File: config.mk
export PLATFORM = sky130hd
export DESIGN_NAME = mul_div_unit_flat
export DESIGN_NICKNAME = d
export VERILOG_FILES = /design/src/rtl/alu_pkg.sv /design/src/rtl/mul_div_unit_if.sv /design/src/rtl/mdu_step.sv /design/src/rtl/mul_div_unit.sv /design/src/flat_wrapper.sv
export SDC_FILE = /design/constraint.sdc
export NUM_CORES = 1
export LEC_CHECK = 0
export CORE_ASPECT_RATIO = 0.7
export CORE_MARGIN = 2
export CORE_UTILIZATION = 55
export CTS_CLUSTER_SIZE = 16
export DETAILED_ROUTE_END_ITERATION = 6
export DONT_BUFFER_PORTS = 1
export PLACE_DENSITY = 0.69
export SLEW_MARGIN = 5
export SYNTH_ARGS = -nofsm -noshare
export SYNTH_HDL_FRONTEND = slang
export SYNTH_SLANG_ARGS = --single-unit
File: constraint.sdc
create_clock -name clk -period 5.58 [get_ports clk]
set_input_delay 1.674 -clock clk [delete_from_list [all_inputs] [get_ports clk]]
set_output_delay 1.674 -clock clk [all_outputs]
set_load 0.005 [all_outputs]
File: src/rtl/alu_pkg.sv
// Shared EX-stage constants: ALU op codes, M-extension funct3
// values and the multiply/divide FSM state encoding.
package alu_pkg;

  localparam logic [3:0] ALU_ADD  = 4'd0;
  localparam logic [3:0] ALU_SUB  = 4'd1;
  localparam logic [3:0] ALU_SLL  = 4'd2;
  localparam logic [3:0] ALU_SLT  = 4'd3;
  localparam logic [3:0] ALU_SLTU = 4'd4;
  localparam logic [3:0] ALU_XOR  = 4'd5;
  localparam logic [3:0] ALU_SRL  = 4'd6;
  localparam logic [3:0] ALU_SRA  = 4'd7;
  localparam logic [3:0] ALU_OR   = 4'd8;
  localparam logic [3:0] ALU_AND  = 4'd9;

  localparam logic [2:0] MDU_MUL    = 3'b000;
  localparam logic [2:0] MDU_MULH   = 3'b001;
  localparam logic [2:0] MDU_MULHSU = 3'b010;
  localparam logic [2:0] MDU_MULHU  = 3'b011;
  localparam logic [2:0] MDU_DIV    = 3'b100;
  localparam logic [2:0] MDU_DIVU   = 3'b101;
  localparam logic [2:0] MDU_REM    = 3'b110;
  localparam logic [2:0] MDU_REMU   = 3'b111;

  typedef enum logic [1:0] {
    MDU_IDLE = 2'd0,
    MDU_BUSY = 2'd1,
    MDU_DONE = 2'd2
  } mdu_state_t;

  function automatic logic op_is_div(logic [2:0] op);
    return op[2];
  endfunction

  function automatic logic op_sgn_a(logic [2:0] op);
    return (op == MDU_MULH) || (op == MDU_MULHSU) ||
           (op == MDU_DIV)  || (op == MDU_REM);
  endfunction

  function automatic logic op_sgn_b(logic [2:0] op);
    return (op == MDU_MULH) || (op == MDU_DIV) ||
           (op == MDU_REM);
  endfunction

endpackage

File: src/rtl/mul_div_unit_if.sv
// Request/response handshake between the EX control
// logic and the iterative multiply/divide unit.
interface mul_div_unit_if #(
  parameter int XLEN = 32
);
  logic            in_valid;
  logic            in_ready;
  logic [2:0]      op;
  logic [XLEN-1:0] a;
  logic [XLEN-1:0] b;
  logic            flush;
  logic            out_valid;
  logic [XLEN-1:0] result;

  modport master (
    output in_valid, op, a, b, flush,
    input  in_ready, out_valid, result
  );

  modport slave (
    input  in_valid, op, a, b, flush,
    output in_ready, out_valid, result
  );
endinterface

File: src/rtl/mdu_step.sv
// One iteration of the MDU datapath: shift-add for multiply,
// restoring trial-subtract for divide.
module mdu_step #(
  parameter int XLEN = 32
) (
  input  logic              div_op,
  input  logic [2*XLEN-1:0] acc_in,
  input  logic [XLEN-1:0]   md,
  output logic [2*XLEN-1:0] acc_out
);

  logic [XLEN:0]   sum;
  logic [XLEN:0]   rem_sh;
  logic [XLEN+1:0] diff;

  always_comb begin
    sum    = {1'b0, acc_in[2*XLEN-1:XLEN]}
           + (acc_in[0] ? {1'b0, md} : '0);
    rem_sh = acc_in[2*XLEN-1:XLEN-1];
    diff   = {1'b0, rem_sh} - {2'b00, md};
    acc_out = {sum, acc_in[XLEN-1:1]};
    if (div_op) begin
      // borrow set: divisor did not fit, keep the shifted remainder
      if (diff[XLEN+1])
        acc_out = {rem_sh[XLEN-1:0], acc_in[XLEN-2:0], 1'b0};
      else
        acc_out = {diff[XLEN-1:0], acc_in[XLEN-2:0], 1'b1};
    end
  end

endmodule

File: src/rtl/mul_div_unit.sv
// Iterative RV32M multiply/divide unit: one product or quotient
// bit per cycle, handshake-driven, with fast special-case exits.
module mul_div_unit
  import alu_pkg::*;
#(
  parameter int XLEN         = 32,
  parameter bit FAST_SPECIAL = 1'b1
) (
  input logic           clk,
  input logic           rst,
  mul_div_unit_if.slave bus
);

  if ((XLEN % 2) != 0 || XLEN < 8) begin : g_bad_xlen
    $error("mul_div_unit: XLEN must be even and >= 8");
  end

  localparam int CW = $clog2(XLEN);

  mdu_state_t        state;
  logic [CW-1:0]     cnt;
  logic [2:0]        op_q;
  logic [2*XLEN-1:0] acc;
  logic [2*XLEN-1:0] acc_nx;
  logic [XLEN-1:0]   md;
  logic              neg;
  logic [XLEN-1:0]   res_q;

  logic              sa, sb, b_zero, ovf, special;
  logic              neg_in, accept;
  logic [XLEN-1:0]   abs_a, abs_b, spec_res;
  logic [2*XLEN-1:0] prod;
  logic [XLEN-1:0]   fin_mul, div_sel, fin_div, fin;

  assign bus.in_ready  = (state != MDU_BUSY);
  assign bus.out_valid = (state == MDU_DONE);
  assign bus.result    = res_q;
  assign accept        = bus.in_valid && bus.in_ready;

  always_comb begin
    sa     = op_sgn_a(bus.op) && bus.a[XLEN-1];
    sb     = op_sgn_b(bus.op) && bus.b[XLEN-1];
    abs_a  = sa ? -bus.a : bus.a;
    abs_b  = sb ? -bus.b : bus.b;
    b_zero = (bus.b == '0);
    ovf    = ((bus.op == MDU_DIV) || (bus.op == MDU_REM))
          && (bus.a == {1'b1, {(XLEN-1){1'b0}}}) && (&bus.b);
    special = op_is_div(bus.op) && (b_zero || ovf);
    if (b_zero)
      spec_res = bus.op[1] ? bus.a : '1;
    else
      spec_res = bus.op[1] ? '0 : bus.a;
    // divide-by-zero quotient stays all ones even on the slow path
    if (op_is_div(bus.op) && bus.op[1])
      neg_in = sa;
    else
      neg_in = (sa ^ sb) && !(op_is_div(bus.op) && b_zero);
  end

  mdu_step #(.XLEN(XLEN)) u_step (
    .div_op  (op_q[2]),
    .acc_in  (acc),
    .md      (md),
    .acc_out (acc_nx)
  );

  always_comb begin
    prod    = neg ? -acc_nx : acc_nx;
    fin_mul = (op_q[1:0] == 2'b00) ? prod[XLEN-1:0]
                                   : prod[2*XLEN-1:XLEN];
    div_sel = op_q[1] ? acc_nx[2*XLEN-1:XLEN] : acc_nx[XLEN-1:0];
    fin_div = neg ? -div_sel : div_sel;
    fin     = op_q[2] ? fin_div : fin_mul;
  end

  always_ff @(posedge clk) begin
    if (rst) begin
      state <= MDU_IDLE;
      cnt   <= '0;
      op_q  <= '0;
      acc   <= '0;
      md    <= '0;
      neg   <= 1'b0;
      res_q <= '0;
    end else if (bus.flush) begin
      state <= MDU_IDLE;
      cnt   <= '0;
    end else begin
      case (state)
        MDU_BUSY: begin
          acc <= acc_nx;
          cnt <= cnt + 1'b1;
          if (cnt == CW'(XLEN-1)) begin
            res_q <= fin;
            cnt   <= '0;
            state <= MDU_DONE;
          end
        end
        default: begin
          if (accept) begin
            op_q <= bus.op;
            acc  <= {{XLEN{1'b0}}, abs_a};
            md   <= abs_b;
            neg  <= neg_in;
            cnt  <= '0;
            if (FAST_SPECIAL && special) begin
              res_q <= spec_res;
              state <= MDU_DONE;
            end else begin
              state <= MDU_BUSY;
            end
          end else begin
            state <= MDU_IDLE;
          end
        end
      endcase
    end
  end

endmodule

File: src/flat_wrapper.sv
// flat-port wrapper written by rule: the top's interface ports become plain ports
module mul_div_unit_flat import alu_pkg::*;
#(
  parameter int XLEN         = 32,
  parameter bit FAST_SPECIAL = 1'b1
)
  (clk, rst, bus_in_valid, bus_op, bus_a, bus_b, bus_flush, bus_in_ready, bus_out_valid, bus_result);
  mul_div_unit_if #(.XLEN(XLEN)) bus_i ();
  input logic clk;
  input logic rst;
  input wire logic [$bits(bus_i.in_valid)-1:0] bus_in_valid;
  input wire logic [$bits(bus_i.op)-1:0] bus_op;
  input wire logic [$bits(bus_i.a)-1:0] bus_a;
  input wire logic [$bits(bus_i.b)-1:0] bus_b;
  input wire logic [$bits(bus_i.flush)-1:0] bus_flush;
  output wire logic [$bits(bus_i.in_ready)-1:0] bus_in_ready;
  output wire logic [$bits(bus_i.out_valid)-1:0] bus_out_valid;
  output wire logic [$bits(bus_i.result)-1:0] bus_result;
  assign bus_i.in_valid = bus_in_valid;
  assign bus_i.op = bus_op;
  assign bus_i.a = bus_a;
  assign bus_i.b = bus_b;
  assign bus_i.flush = bus_flush;
  assign bus_in_ready = bus_i.in_ready;
  assign bus_out_valid = bus_i.out_valid;
  assign bus_result = bus_i.result;
  mul_div_unit #(.XLEN(XLEN), .FAST_SPECIAL(FAST_SPECIAL)) u_core (.clk(clk), .rst(rst), .bus(bus_i));
endmodule
### Word-level counts from Yosys, hierarchy flattened

Cells that the tools add are included.

| operators by class | value |
|---|---|
| add/sub/neg operators | 7 |
| eq/ne operators | 10 |
| mux-type cells | 27 |
| bitwise logic cells | 3 |
| reduce and logical (&&, ||, !) cells | 26 |

Operators with widths:

| operator | number |
|---|---|
| two-way mux 32 bit | 14 |
| two-way mux 64 bit | 5 |
| negation 32 bit | 3 |
| negation 64 bit | 1 |
| subtractor 33 x 32 -> 34 bit | 1 |
| adder 32 x 33 -> 33 bit | 1 |
| == test 32 bit (second input constant) | 1 |
| logical NOT 32 bit | 1 |
| AND reduction 32 bit | 1 |
| two-way mux 5 bit | 3 |
| logical AND 1 bit | 9 |
| two-way mux 2 bit | 4 |
| logical OR 1 bit | 7 |
| == test 3 bit (second input constant) | 2 |
| adder 5 x 1 -> 5 bit (second input constant) | 1 |
| == test 5 bit (second input constant) | 1 |
| != test 2 x 1 -> 1 bit (second input constant) | 2 |
| AND reduction 4 bit | 1 |
| nonzero test 2 bit | 2 |
| == test 3 x 1 -> 1 bit (second input constant) | 1 |
| == test 3 x 2 -> 1 bit (second input constant) | 1 |
| AND reduction 3 bit | 1 |
| == test 2 x 1 -> 1 bit (second input constant) | 1 |
| == test 2 bit (second input constant) | 1 |
| other kinds (7) | 8 |

| storage, ports and cells | value |
|---|---|
| register bits | 139 |
| input port bits | 71 |
| logic and storage cells | 80 |

### Longest topological paths before layout

| logic depth | value |
|---|---|
| word-level depth | 9 |
| gate-level depth with buffers | 26 |

### By module

A second synthesis with hierarchy kept.

| second synthesis, totals | value |
|---|---|
| cell total of the unflattened synthesis | 2,169 |
| area total of the unflattened synthesis | 15,841.4 µm² |

Modules (own cells, without submodules):

| module | instances | cells an instance | area an instance (µm²) | sequential area each (µm²) |
|---|---|---|---|---|
| mul_div_unit | 1 | 1,492 | 11,076.9 | 2,782.7 |
| mdu_step | 1 | 677 | 4,764.6 | 0.0 |

### Worst setup path before layout

OpenSTA, ideal clock, no wires.

| path | value |
|---|---|
| path type | register -> register |
| start point | register u_core.md[3] |
| end point | register u_core.res_q[22] (netlist: u_core.bus.result[22]) |
| library setup time | 0.122 ns |
| arrival time | 4.848 ns |
| required time | 5.458 ns |
| path slack | 0.609 ns |
| stages on the path, launching flop included | 25 |
| buffers on the path | 4 |
| clock period less this slack | 4.971 ns |
| cells stage by stage | dfxtp_1 > inv_1 > ha_1 > a21o_1 > a21oi_2 > a21oi_2 > o211a_1 > nor3_2 > buf_2 > buf_2 > nor3_1 > a21oi_1 > ha_1 > nand2_1 > nor4_1 > nand2_1 > or3_1 > clkbuf_1 > or2_1 > or3_1 > buf_2 > or2_1 > or3_1 > a211oi_1 > o31ai_1 |

| between the ends | value |
|---|---|
| cells in the longest elaborated chain, start to end | 9 |
| elaborated cells between the ends (all ways) | 14 |
| those cells by class | add/sub: 4; mux: 10 |

Ends and longest elaborated chain:

| item | RTL line | RTL |
|---|---|---|
| from (decl) | mul_div_unit.sv:25 | `logic [XLEN-1:0] md;` |
| from (signal assigned) | mul_div_unit.sv:103 | `md <= abs_b;` |
| subtractor 33 x 32 -> 34 bit or two-way mux 32 bit (tied branches) | mdu_step.sv:20, mdu_step.sv:18 |  |
| two-way mux 64 bit or adder 32 x 33 -> 33 bit (tied branches) | mdu_step.sv:24, mdu_step.sv:18 |  |
| two-way mux 64 bit (*) | mdu_step.sv:22 | `if (div_op) begin` |
| negation 64 bit or two-way mux 32 bit (tied branches) | mul_div_unit.sv:68, mul_div_unit.sv:71 |  |
| two-way mux 64 bit or negation 32 bit (tied branches) | mul_div_unit.sv:68, mul_div_unit.sv:72 |  |
| two-way mux 32 bit (on tied branches) | mul_div_unit.sv:69, mul_div_unit.sv:72 |  |
| two-way mux 32 bit (*) | mul_div_unit.sv:73 | `fin = op_q[2] ? fin_div : fin_mul;` |
| two-way mux 32 bit (*) | mul_div_unit.sv:93 | `if (cnt == CW'(XLEN-1)) begin` |
| two-way mux 32 bit (*) | mul_div_unit.sv:89 | `case (state)` |
| to (signal assigned) | mul_div_unit.sv:94 | `res_q <= fin;` |
| to (signal assigned) | mul_div_unit.sv:107 | `res_q <= spec_res;` |
| to (decl) | mul_div_unit.sv:27 | `logic [XLEN-1:0] res_q;` |

Mark *: on every way between the ends. The rest lies on a longest branch, timed or not. The select of a mux whose other input is x is not followed.
A chain may end at the register's enable or synchronous reset.

### Worst setup path in the final report

| path | value |
|---|---|
| start point | register u_core.acc[0] |
| end point | register u_core.res_q[31] (netlist: u_core.bus.result[31]) |

| between the ends | value |
|---|---|
| cells in the longest elaborated chain, start to end | 9 |
| elaborated cells between the ends (all ways) | 13 |
| those cells by class | add/sub: 3; mux: 10 |

Ends and longest elaborated chain:

| item | RTL line | RTL |
|---|---|---|
| from (decl) | mul_div_unit.sv:23 | `logic [2*XLEN-1:0] acc;` |
| from (signal assigned) | mul_div_unit.sv:91 | `acc <= acc_nx;` |
| from (signal assigned) | mul_div_unit.sv:102 | `acc <= {{XLEN{1'b0}}, abs_a};` |
| two-way mux 32 bit | mdu_step.sv:18 | `+ (acc_in[0] ? {1'b0, md} : '0);` |
| adder 32 x 33 -> 33 bit | mdu_step.sv:18 |  |
| two-way mux 64 bit (*) | mdu_step.sv:22 |  |
| negation 64 bit or two-way mux 32 bit (tied branches) | mul_div_unit.sv:68, mul_div_unit.sv:71 |  |
| two-way mux 64 bit or negation 32 bit (tied branches) | mul_div_unit.sv:68, mul_div_unit.sv:72 |  |
| two-way mux 32 bit (on tied branches) | mul_div_unit.sv:69, mul_div_unit.sv:72 |  |
| two-way mux 32 bit (*) | mul_div_unit.sv:73 |  |
| two-way mux 32 bit (*) | mul_div_unit.sv:93 |  |
| two-way mux 32 bit (*) | mul_div_unit.sv:89 |  |

Marked as above.

==> results.yml <==
layout:
  drive_above_1_share: 0.110
  n_fill_cell: 2830
  nets: 2493
  area_growth_pct: 9.14
  utilization: 0.606
  final_cells: 2749
clocking:
  path_clk_slew_ns: 0.07
  cts_tree: "built"
  cts_buffer_depth: 2
  cts_sinks: 139
  clk-insertion-delay-late_ns: 0.46
  cts-htree-levels: 4
  cts_buffers: 17
  cts-root-buf: "clkbuf_16"
  cts_hold_buf: 0
setup_path:
  slowest_delay_ns: 0.56
  rr_endpoint: "u_core.bus.result[31]"
  worst_r2r_path_depth: 17
  r2r-start: "u_core.acc[0]"
  crit_buf_inv: 1
  cp_common_cell: "o211ai_1"
  endpoint_kind: "flop"
  cp_cell_sequence: "and2_1 > ha_1 > fa_1 > a211oi_1 > o211ai_1 > a31oi_4 > o21ai_0 > o221a_2 > o31ai_1 > a31oi_1 > or4b_1 > nand3b_1 > or3_1 > o41ai_1 > buf_4 > nand4b_1 > o211ai_1"
  critPathRequiredTime_ns: 5.96
  crit_arrival_ns: 5.75
  start_kind: "flop"
  crit_slowest_cell: "or4b_1"
  r2r_slack_ns: 0.21
  crit_family: "compound AO/OA/AOI/OAI gates"
  cp_max_fo: 7
  path_class: "reg2reg"
job:
  maxCapViolations: 0
sta:
  setup_violations: 0
  skew_ns: 0.0114
  drv_slew: 0
  hold_violations: 0
  max_freq_mhz: 186
  worst_pin_slew_ns: 1.11
  worst_slack_ns: 0.212
  fin_crit_ns: 5.37
  slew_headroom: 0.254
  finalCritPeriodShare: 0.962
floorplanning:
  dieHeight_um: 149
  num_io_pins: 105
  die_w_um: 211
  rows: 53
  die-area_um2: 31500
  start_util: 0.556
  fp.coreArea_um2: 29800
yosys:
  synth_common_cells: "nor2_1, nand2_1, a21oi_1"
  synth_xor_area_frac: 0.0794
  yosysWarnings: 0
  yosys_register_bits: 139
  synth_flop_cell: "dfxtp_1"
  synthAdderAreaFrac: 0.0676
  netlist_area_um2: 16500
  synth_top_family_by_area: "compound AO/OA/AOI/OAI gates"
  synthDistinctLibCells: 108
  yosysMostFrequentCell: "nor2_1"
  seq_area_frac_synth: 0.168
  synthArstFlopShare: 0
  synth_edf_count: 0
  synth_top_area_share: 0.168
  synth_top_area_cell: "dfxtp_1"
  synth_nets: 2502
  synthSimpleGateAreaFrac: 0.263
  yosys-top-cells-area: "dfxtp_1, nor2_1, a21oi_1"
  postSynthCellCount: 2358
  syn_avg_cell_area_um2: 7.02
  synth_compound_area_frac: 0.321
  synthMuxAreaShare: 0.0426
power_and_ir_drop:
  power_density_nw_per_um2: 196
  power_leakage_nw: 6.68
  vdd_drop_max_uv: 161
drt:
  drt-total-wl_um: 71000
  antenna_left: 0
  drtPass1Iterations: 7
  routedWlPerCell_um: 25.8
  via_per_inst: 7.13
  drc_errors: 0
  vias: 19613
  drt_iter0_drc: 2901
grt:
  grt_antenna_before_repair: 4
  grt_pass1_vias: 17535
  grt_pass1_wl_um: 106000
  grt_max_degree: 131
  gr-total-overflow: 0
  grt_usage: 0.440
hold_path:
  hp-start: "u_core.op_q[1]"
  hold_depth: 2
  hp-class: "reg2reg"
  holdPathEnd: "u_core.op_q[1]"
place:
  finalWeightedCongestion: 1.07
  dp_slack_ns: -0.0157
  placed_cells: 2715
  dp_hpwl_um: 54500
  io_buffers: 0
run_status:
  outcome: "finished clean"
## per-layer routing
metal | up-vias | GRT usage | routed length (µm)
met1 | 9204 | 0.624 | 29500
met2 | 1402 | 0.605 | 27900
met4 | 2 | 0.137 | 2510
li1 | 8768 | - | -
met5 | - | 0 | 59
met3 | 237 | 0.170 | 10900
## cells in the final DEF (no fill, tap or decap), types with 15 or more instances in the layout
master / count
inv_1: 73
nor3_1: 64
a22oi_1: 29
mux2i_1: 40
a21oi_1: 181
dfxtp_1: 136
mux2_2: 23
or3_1: 32
buf_4: 131
o31ai_1: 39
clkbuf_16: 18
maj3_1: 19
a21o_1: 16
ha_1: 71
nand2_1: 195
xnor2_1: 77
nand3_1: 48
and2_1: 47
a31oi_1: 39
or4_1: 15
o211ai_1: 34
nor2_1: 303
o21ai_0: 158
nand4_1: 40
nand2b_1: 19
nor4_1: 18
a211oi_1: 88
xor2_1: 73
## cell families (layout without fill, tap and decap cells)
logic type | after synthesis | in the layout
AND/OR/NAND/NOR | 883 | 883
AO/OA/AOI/OAI | 791 | 791
buffers and inverters | 238 | 242
other | 0 | 2
flip-flops | 139 | 139
adder cells (fa/ha/maj) | 92 | 92
multiplexers | 65 | 65
XOR/XNOR | 150 | 150
## flip-flops by register name (all words and copies together), names as in the netlist
register and cells:
u_core.acc 64, u_core.bus.result 32, u_core.cnt 5, u_core.md 32, u_core.neg 1, u_core.op_q 3, u_core.state 2
## per-stage QoR
| step | TNS (ns) | total power [mW] | instance area (µm²) | hold slack, ns |
|---|---|---|---|---|
| after floorplan | 0 | 1.91 | 16500 | 0.440 |
| final | 0 | 3.54 | 18100 | 0.480 |
| after global placement | 0 | 2.28 | 17400 | 0.458 |
| after CTS | 0 | 3.46 | 18000 | 0.474 |
| after detailed placement | -0.0234 | 2.29 | 17400 | 0.464 |
| after global routing | -0.104 | 3.65 | 18100 | 0.507 |
## repair_timing
action | CTS | global route
setup buffers | 0 | 0
hold endpoints to repair | 0 | 0
setup endpoints to repair | 0 | 12
gates resized for setup | 0 | 6
## tightest hold or removal path, cell delays in order (launching register included)
cell     delay (ns)
dfxtp_2        0.34
nand2_1        0.05
a21oi_1        0.05
## area by class of cell
class / instances / area (µm²) / share of cell area
multi-input cells: 1981 / 12900 / 0.713
flip-flops and latches: 139 / 2790 / 0.154
repair buffers: 134 / 1040 / 0.0578
well taps: 385 / 482 / 0.0267
clock buffers: 22 / 475 / 0.0263
inverters: 76 / 285 / 0.0158
clock inverters: 10 / 106 / 0.00589
diodes: 2 / 5.00 / 0.000277
## where the power goes
part,leakage (nW),switching [mW],internal (mW)
Clock,0.271,0.535,0.660
Combinational,5.28,0.828,0.438
Sequential,1.13,0.0471,1.03
Total,6.68,1.41,2.13
## how the worst max path moves through the flow
| stage | startpoint | end | slack (ns) | depth (start not counted) |
|---|---|---|---|---|
| 5_1_grt | u_core.md[1] | u_core.bus.result[4] | -0.06 | 21 |
| 4_1_cts | u_core.acc[0] | u_core.bus.result[31] | 0.22 | 17 |
| 3_5_place_dp | bus_a[11] | u_core.bus.result[4] | -0.02 | 14 |
| 3_3_place_gp | bus_a[11] | u_core.bus.result[4] | 0.1 | 14 |
| 6_report | u_core.acc[0] | u_core.bus.result[31] | 0.21 | 17 |
| 2_1_floorplan | u_core.md[3] | u_core.bus.result[22] | 0.61 | 24 |
No activity file was read; power rests on OpenSTA's default activity.
